### config.mk
export PLATFORM = sky130hd
export DESIGN_NAME = solve_sequencer
export DESIGN_NICKNAME = d
export VERILOG_FILES = /design/src/rtl/solve_sequencer.sv
export SDC_FILE = /design/constraint.sdc
export NUM_CORES = 1
export LEC_CHECK = 0
export ABC_AREA = 1
export CAP_MARGIN = 20
export CORE_MARGIN = 4
export CORE_UTILIZATION = 30
export DETAILED_ROUTE_END_ITERATION = 6
export PLACE_DENSITY = 0.57
export SYNTH_ARGS = -nofsm -noshare
export SYNTH_HDL_FRONTEND = slang
export SYNTH_SLANG_ARGS = --single-unit
export TNS_END_PERCENT = 50
### constraint.sdc
create_clock -name clk -period 7.9 [get_ports clk]
set_input_delay 0.79 -clock clk [delete_from_list [all_inputs] [get_ports clk]]
set_output_delay 0.79 -clock clk [all_outputs]
set_load 0.01 [all_outputs]
### src/rtl/solve_sequencer.sv
// solve_sequencer
//
// Runs one machine at a time through the GF(2) solve path: it kicks the RREF
// engine, waits for it (guarded by a watchdog), kicks the solution
// enumerator, takes the enumerator's solution stream and keeps the smallest
// popcount seen. It then reports that minimum with a running batch total.
//
// Ports
//   clk, rst                 clock, synchronous active-high reset
//   job_valid/job_ready      job hand-off from the matrix loader; job_last
//                            marks the final machine of a batch
//   rref_start, rref_done    start pulse to / completion (level or pulse)
//                            from the RREF engine
//   enum_start               start pulse to the enumerator
//   sol_t*                   8-bit solution stream from the enumerator
//   res_*                    per-machine result to the sink
//   busy                     high whenever the sequencer is not idle
//   error                    sticky RREF watchdog flag
//   state_dbg                current FSM state encoding (observation only)
//
// Handshake semantics (all valid/ready pairs): a transfer happens on a rising
// clk edge where valid and ready are both high. A source that raises valid
// holds valid and its payload steady until that transfer. Every ready and
// valid driven by this block is a function of the registered state only, so
// it never depends combinationally on the partner's valid or ready.

module solve_sequencer #(
    parameter int                   TOTAL_W   = 32,
    parameter int                   TIMEOUT_W = 16,
    parameter logic [TIMEOUT_W-1:0] TIMEOUT   = 16'hFFFF
) (
    input  logic               clk,
    input  logic               rst,
    input  logic               job_valid,
    input  logic               job_last,
    output logic               job_ready,
    output logic               rref_start,
    input  logic               rref_done,
    output logic               enum_start,
    input  logic               sol_tvalid,
    input  logic [7:0]         sol_tdata,
    input  logic               sol_tlast,
    output logic               sol_tready,
    output logic               res_valid,
    input  logic               res_ready,
    output logic [3:0]         res_min,
    output logic [TOTAL_W-1:0] res_total,
    output logic               res_last,
    output logic               busy,
    output logic               error,
    output logic [2:0]         state_dbg
);

    typedef enum logic [2:0] {
        S_IDLE       = 3'd0,
        S_RREF_START = 3'd1,
        S_RREF_WAIT  = 3'd2,
        S_ENUM_START = 3'd3,
        S_COLLECT    = 3'd4,
        S_REPORT     = 3'd5
    } state_t;

    // 4'hF doubles as "no solution yet" and "timed out"; a real popcount of
    // an 8-bit vector never exceeds 8.
    localparam logic [3:0] MIN_NONE = 4'hF;

    state_t               state_q, state_d;
    logic                 last_q;
    logic [TIMEOUT_W-1:0] wd_cnt_q;
    logic [3:0]           min_q;
    logic [TOTAL_W-1:0]   total_q;
    logic                 error_q;

    logic                 wd_hit;
    logic                 sol_beat;
    logic [3:0]           beat_w;
    logic [3:0]           add_val;
    logic [TOTAL_W:0]     sum_ext;
    logic [TOTAL_W-1:0]   sat_total;

    function automatic logic [3:0] popcount8(input logic [7:0] v);
        logic [3:0] c;
        c = 4'd0;
        for (int i = 0; i < 8; i++) begin
            c = c + {3'b000, v[i]};
        end
        return c;
    endfunction

    // The counter holds the number of RREF_WAIT cycles already spent, so the
    // last allowed cycle is the one where it equals TIMEOUT-1.
    assign wd_hit   = (state_q == S_RREF_WAIT) && (wd_cnt_q == TIMEOUT - TIMEOUT_W'(1));
    assign sol_beat = sol_tvalid && sol_tready;
    assign beat_w   = popcount8(sol_tdata);

    // A timed-out machine carries the sentinel but adds nothing to the total.
    assign add_val   = (min_q == MIN_NONE) ? 4'd0 : min_q;
    assign sum_ext   = {1'b0, total_q} + (TOTAL_W + 1)'(add_val);
    assign sat_total = sum_ext[TOTAL_W] ? {TOTAL_W{1'b1}} : sum_ext[TOTAL_W-1:0];

    // State register
    always_ff @(posedge clk) begin
        if (rst) begin
            state_q <= S_IDLE;
        end else begin
            state_q <= state_d;
        end
    end

    // Next-state and Moore outputs
    always_comb begin
        state_d    = state_q;
        job_ready  = 1'b0;
        rref_start = 1'b0;
        enum_start = 1'b0;
        sol_tready = 1'b0;
        res_valid  = 1'b0;
        res_min    = MIN_NONE;
        res_total  = '0;
        res_last   = 1'b0;
        busy       = 1'b1;
        unique case (state_q)
            S_IDLE: begin
                job_ready = 1'b1;
                busy      = 1'b0;
                if (job_valid) state_d = S_RREF_START;
            end
            S_RREF_START: begin
                // Suppressed while rst is high so no pulse escapes on the
                // reset cycle.
                rref_start = !rst;
                state_d    = S_RREF_WAIT;
            end
            S_RREF_WAIT: begin
                // Completion takes priority over a watchdog expiry in the
                // same cycle.
                if (rref_done)   state_d = S_ENUM_START;
                else if (wd_hit) state_d = S_REPORT;
            end
            S_ENUM_START: begin
                enum_start = !rst;
                state_d    = S_COLLECT;
            end
            S_COLLECT: begin
                sol_tready = 1'b1;
                if (sol_tvalid && sol_tlast) state_d = S_REPORT;
            end
            S_REPORT: begin
                res_valid = 1'b1;
                res_min   = min_q;
                res_total = sat_total;
                res_last  = last_q;
                if (res_ready) state_d = S_IDLE;
            end
            default: begin
                state_d = S_IDLE;
            end
        endcase
    end

    // Datapath registers
    always_ff @(posedge clk) begin
        if (rst) begin
            last_q   <= 1'b0;
            wd_cnt_q <= '0;
            min_q    <= MIN_NONE;
            total_q  <= '0;
            error_q  <= 1'b0;
        end else begin
            unique case (state_q)
                S_IDLE: begin
                    if (job_valid) begin
                        last_q   <= job_last;
                        wd_cnt_q <= '0;
                    end
                end
                S_RREF_WAIT: begin
                    wd_cnt_q <= wd_cnt_q + TIMEOUT_W'(1);
                    if (!rref_done && wd_hit) begin
                        error_q <= 1'b1;
                        min_q   <= MIN_NONE;
                    end
                end
                S_ENUM_START: begin
                    min_q <= MIN_NONE;
                end
                S_COLLECT: begin
                    if (sol_beat && (beat_w < min_q)) min_q <= beat_w;
                end
                S_REPORT: begin
                    // The last machine of a batch closes the batch total.
                    if (res_ready) total_q <= last_q ? '0 : sat_total;
                end
                default: begin
                end
            endcase
        end
    end

    assign error     = error_q;
    assign state_dbg = state_q;

endmodule

==> results of run 1 <==
==> layer usage <==
metal,vias to the layer above,part of all wire [%]
li1,2332,-
met2,69,49
met1,2040,46
met4,0,0.87
met3,12,4.2
met5,-,0
==> registers in the layout, summed over array words and instances (netlist names) <==
name	count
error	1
last_q	1
min_q	4
state_dbg	3
total_q	32
wd_cnt_q	16
==> how the worst max path moves through the flow <==
| stage | from | end | slack [ns] | cells after the start |
|---|---|---|---|---|
| 2_1_floorplan | sol_tdata[0] | min_q[0] | 3.88 | 14 |
| 3_3_place_gp | sol_tdata[0] | min_q[3] | 3.27 | 16 |
| 3_5_place_dp | sol_tdata[0] | min_q[2] | 3.22 | 15 |
| 4_1_cts | min_q[0] | res_total[5] | 3.13 | 11 |
| 5_1_grt | min_q[1] | res_total[5] | 2.88 | 11 |
| 6_report | min_q[1] | res_total[4] | 3.09 | 11 |
==> cell families (layout without fill, tap and decap cells) <==
| family | Yosys count | after routing | synth area share, % |
|---|---|---|---|
| flip-flops | 57 | 57 | 26.4 |
| buffers and inverters | 119 | 177 | 11.1 |
| AO/OA/AOI/OAI | 92 | 92 | 12.8 |
| adder cells (fa/ha/maj) | 17 | 17 | 5.78 |
| XOR/XNOR | 7 | 7 | 1.42 |
| AND/OR/NAND/NOR | 406 | 406 | 42.6 |
==> per-stage QoR <==
step	power (mW)	hold slack, ns	utilization, %	cells
global route	0.955	0.499	38.8	936
floorplan	0.412	0.437	-	698
global placement	0.460	0.447	36.2	919
CTS	0.920	0.457	38.6	935
finish	0.911	0.456	38.8	936
detailed placement	0.461	0.446	36.2	919
==> final cells by class <==
type / instances / area [µm²]
Inverter: 98 / 368
Timing Repair Buffer: 63 / 636
Multi-Input combinational cell: 522 / 2710
Clock buffer: 11 / 243
Clock inverter: 5 / 103
Tap cell: 180 / 225
Fill cell: 1536 / 8560
Sequential cell: 57 / 1140
==> critical path, delay by kind of cell (launching register included) <==
kind / cells / cell delay (ns)
AO/OA/AOI/OAI: 2 / 0.68
adder cells (fa/ha/maj): 1 / 0.38
buffers and inverters: 2 / 0.70
flip-flops: 1 / 0.33
AND/OR/NAND/NOR: 6 / 1.60
==> cell usage in the layout (no fill, tap or decap), types with 11 or more instances in the layout <==
| cell | instances |
|---|---|
| a21oi_1 | 50 |
| nor2_1 | 65 |
| dfxtp_1 | 57 |
| inv_1 | 94 |
| nand3_1 | 33 |
| clkdlybuf4s50_1 | 61 |
| nand3b_1 | 11 |
| nand3_2 | 19 |
| ha_1 | 12 |
| nand2_1 | 236 |
==> report_power, final <==
| part | internal (mW) | total, mW | leakage, nW | switching [mW] |
|---|---|---|---|---|
| combinational | 0.0618 | 0.156 | 1.64 | 0.0940 |
| sequential | 0.294 | 0.301 | 0.460 | 0.00669 |
| clock | 0.316 | 0.454 | 0.166 | 0.138 |
| total | 0.672 | 0.911 | 2.27 | 0.239 |
==> reports/qor.yml, run 1 <==
dp_slack_ns: 3.22
worstRegToRegCells: 12
syn-num-nets: 731
use_met1_pct: 19.5
yosysUniqueCellTypes: 45
path_common_cell: "nand2_2"
syn_inst: 698
fp.dieW_um: 128
cap_viol_max_count: 0
grt.total_usage_pct: 15.2
dp_hpwl_mm: 8.86
hp-class: "flip-flop to flip-flop"
crit_path_start_kind: "flip-flop"
io_buffers: 62
crit_path_cell_trace: "inv_1 -> nor4_1 -> nor2_1 -> ha_1 -> nand2_1 -> o21ai_2 -> nand2_2 -> nor2_4 -> nand2_2 -> a21oi_1 -> clkdlybuf4s50_1"
whs_path_depth: 2
synth_flop_cell: "dfxtp_1"
cp_max_fo: 42
synth_area_mm2: 0.00433
timing.final.crit_share_pct: 60.9
fp.dieH_um: 128
whs_endpoint: "error"
ys_seq_area_share_pct: 26.4
worstSkewPairLatency_ns: 0.33
gp_congestion: 0.873
ctsResizeCount: 0
ir_drop_mv: 0.119
final_nets: 784
cp.arrival_ns: 4.02
core-area_mm2: 0.0140
drtAntennaViolNets: 0
synth_top_area_share_pct: 26.4
criticalPathCategory: "flip-flop to primary output"
slew_headroom_pct: 33.4
path_clk_slew_ns: 0.05
grt-ovfl-total: 0
grt_use_met3_pct: 3.17
pin_count: 63
r2r-start: "min_q[1]"
first_global_vias: 4183
grt_first_pass_wirelength_mm: 20.4
cp.required_ns: 7.11
ys_warn_count: 0
synthToLayoutAreaGrowth_pct: 25.3
first_pass_iters: 5
fp-row-count: 43
setup_tns_ns: 0
place_area_mm2: 0.00506
setup_viol: 0
yosysMostFrequentCell: "nand2_1"
wl_per_cell_um: 13.0
period_needed_ns: 4.81
drtIter0Drc: 184
cts_buffers: 9
worst_pin_slew_ns: 0.995
max_stage_delay_ns: 0.61
status: "completed"
fin_ws_ns: 3.09
clock-root-buffer: "clkbuf_16"
via_count: 4453
synth_enable_flop_cells: 0
hold_viol_final: 0
die_area_mm2: 0.0164
end_kind: "primary output"
power_leakage_nw: 2.27
numClockSinks: 57
cts_setup_buffers: 0
clock_path_buffers: 2
route.detailed.drc: 0
worst_path_max_delay_cell: "clkdlybuf4s50_1"
synthTopCellsByCount: "nand2_1 (236), inv_1 (94), nor2_1 (65)"
drt-total-wl_mm: 12.1
synth_area_leaders: "dfxtp_1 (26%), nand2_1 (20%), inv_1 (8.1%)"
via_per_inst: 4.76
start_util_pct: 31.0
grt.met2_usage_pct: 26.3
avgSynthCellArea_um2: 6.20
r2r-end: "total_q[31]"
min_from: "error"
antenna_found_initial: 0
top_usage_layer: "met2"
diodes: 0
cts_tree: "built"
p_per_area_mw_per_mm2: 168
ys_seq_elements: 57
rsz0062_at_grt: "no"
synthArstFlopShare_pct: 0
holdBufCountCts: 0
fin_skew_ns: 0.00538
htreeDepth: 3
synth_top_area_cell: "dfxtp_1"
reg2reg_setup_slack_ns: 4.64
fmax_mhz: 208
fin_area_mm2: 0.00543
grt_start_max_net_pins: 48
slew_viol_final: 0
drive_gt1_share_pct: 9.79
No activity file was read; power rests on OpenSTA's default activity.
==> run 2, diff against run 1 <==
--- a/config.mk
+++ b/config.mk
@@ -10,7 +10,7 @@
 export CORE_MARGIN = 4
 export CORE_UTILIZATION = 30
 export DETAILED_ROUTE_END_ITERATION = 6
-export PLACE_DENSITY = 0.57
+export PLACE_DENSITY = 0.59
 export SYNTH_ARGS = -nofsm -noshare
 export SYNTH_HDL_FRONTEND = slang
 export SYNTH_SLANG_ARGS = --single-unit
==> constraint.sdc (replaced) <==
create_clock -name clk -period 4.4 [get_ports clk]
set_input_delay 0.44 -clock clk [delete_from_list [all_inputs] [get_ports clk]]
set_output_delay 0.44 -clock clk [all_outputs]
set_load 0.01 [all_outputs]
==> reports/qor.yml, run 2 (synthesis results as in run 1) <==
status: "completed"
fin_ws_ns: 0.429
reg_top3: "total_q (32), wd_cnt_q (16), min_q (4)"
path_common_cell: "nand2_2"
ir_drop_mv: 0.195
start_util_pct: 31.0
placed_cells: 923
cp_top_family: "simple AND/OR/NAND/NOR gates"
worst_pin_slew_ns: 0.795
route.detailed.drc: 0
final_cells: 939
drtIter0Drc: 270
path_buf_inv: 3
fin_area_mm2: 0.00542
criticalPathCategory: "flip-flop to primary output"
numClockSinks: 57
worstRegToRegCells: 13
cts_tree: "built"
rsz0062_at_grt: "no"
gp_congestion: 0.835
first_pass_iters: 4
cts_buffers: 9
layout_commonest_cell: "nand2_1"
die_area_mm2: 0.0164
io_buffers: 62
pin_count: 63
setup_tns_ns: 0
final_nets: 787
htreeDepth: 3
grt-ovfl-total: 0
worst_path_max_delay_cell: "clkdlybuf4s50_1"
whs_endpoint: "error"
grt_start_max_net_pins: 35
power_leakage_nw: 2.27
fmax_mhz: 252
diodes: 0
largest-register: "total_q"
r2r-start: "min_q[0]"
setup_viol: 0
max_stage_delay_ns: 0.59
p_per_area_mw_per_mm2: 284
cp.depth: 12
largest_register_ff_count: 32
fin_skew_ns: 0.00929
path_clk_slew_ns: 0.05
slew_viol_final: 0
place_area_mm2: 0.00510
end_kind: "primary output"
fp.dieH_um: 128
worstSkewPairLatency_ns: 0.34
via_count: 4396
final_cell_mix: "nand2_1 (236), inv_1 (94), nor2_1 (65)"
drtAntennaViolNets: 0
grt_first_pass_wirelength_mm: 20.1
fp.dieW_um: 128
drive_gt1_share_pct: 10.3
fp-row-count: 43
antenna_found_initial: 0
synthToLayoutAreaGrowth_pct: 25.1
dp_slack_ns: 0.0966
worstSetupStartpoint: "min_q[0]"
via_per_inst: 4.68
crit_path_cell_trace: "inv_1 -> nor4_2 -> nor2_1 -> ha_1 -> nand2_1 -> o21ai_2 -> nand2_2 -> nor2_4 -> nand2_2 -> buf_12 -> a21oi_1 -> clkdlybuf4s50_1"
min_from: "error"
whs_path_depth: 2
timing.final.crit_share_pct: 90.2
crit_path_start_kind: "flip-flop"
reg2reg_setup_slack_ns: 1.64
clock-root-buffer: "clkbuf_16"
period_needed_ns: 3.97
holdBufCountCts: 0
drt-total-wl_mm: 11.9
hold_viol_final: 0
cp_max_fo: 34
grt.total_usage_pct: 15.1
first_global_vias: 4133
cp.arrival_ns: 3.53
clock_path_buffers: 2
cap_viol_max_count: 0
core-area_mm2: 0.0140
dp_hpwl_mm: 8.88
hp-class: "flip-flop to flip-flop"
slew_headroom_pct: 46.9
r2r-end: "total_q[14]"
wl_per_cell_um: 12.7
cp.required_ns: 3.96
run 2: routing by layer:
| metal | share of wire (%) | routed length (µm) | vias up | track usage [%] |
|---|---|---|---|---|
| met2 | 49 | 5840 | 85 | 26.2 |
| met3 | 4.2 | 502 | 10 | 3.96 |
| met1 | 46 | 5460 | 1972 | 18.9 |
| met5 | 0 | 0 | - | 0 |
| li1 | - | - | 2329 | - |
| met4 | 0.94 | 112 | 0 | 2.75 |
run 2: what timing repair did:
item | 4_1_cts | 5_1_grt
setup buffers | 0 | 0
hold endpoints to repair | 0 | 0
gates resized for setup | 0 | 1
setup endpoints to repair | 0 | 3
run 2: final cells by class:
class,count,area (µm²)
Fill cell,1518,8570
Multi-Input combinational cell,522,2720
Sequential cell,57,1140
Timing Repair Buffer,66,658
Inverter,98,368
Clock buffer,12,256
Tap cell,180,225
Clock inverter,4,51.3
run 2: how the worst max path moves through the flow:
stage / slack [ns] / to
6_report: 0.43 / res_total[2]
5_1_grt: 0.09 / res_total[14]
4_1_cts: 0.30 / res_total[2]
3_5_place_dp: 0.1 / min_q[2]
3_3_place_gp: 0.12 / min_q[3]
2_1_floorplan: 0.73 / min_q[0]
run 2: report_power, final:
| part | switching (mW) | leakage (nW) | internal, mW | total, mW |
|---|---|---|---|---|
| clock network | 0.250 | 0.149 | 0.469 | 0.718 |
| registers | 0.0127 | 0.460 | 0.529 | 0.541 |
| logic | 0.167 | 1.66 | 0.111 | 0.278 |
| total | 0.430 | 2.27 | 1.11 | 1.54 |
run 2: stage by stage:
| step | util, % | power, mW | hold WS [ns] |
|---|---|---|---|
| detailed placement | 36.5 | 0.830 | 0.445 |
| global route | 38.7 | 1.62 | 0.494 |
| floorplan | - | 0.739 | 0.437 |
| finish | 38.7 | 1.54 | 0.457 |
| CTS | 38.7 | 1.56 | 0.456 |
| global placement | 36.5 | 0.828 | 0.446 |
run 2: worst min-delay path: cells and delay by family, from the launching register on:
kind,cells,cell delay [ns]
DFF,1,0.31
buffers and inverters,1,0.05
AOI/OAI and AO/OA,1,0.05
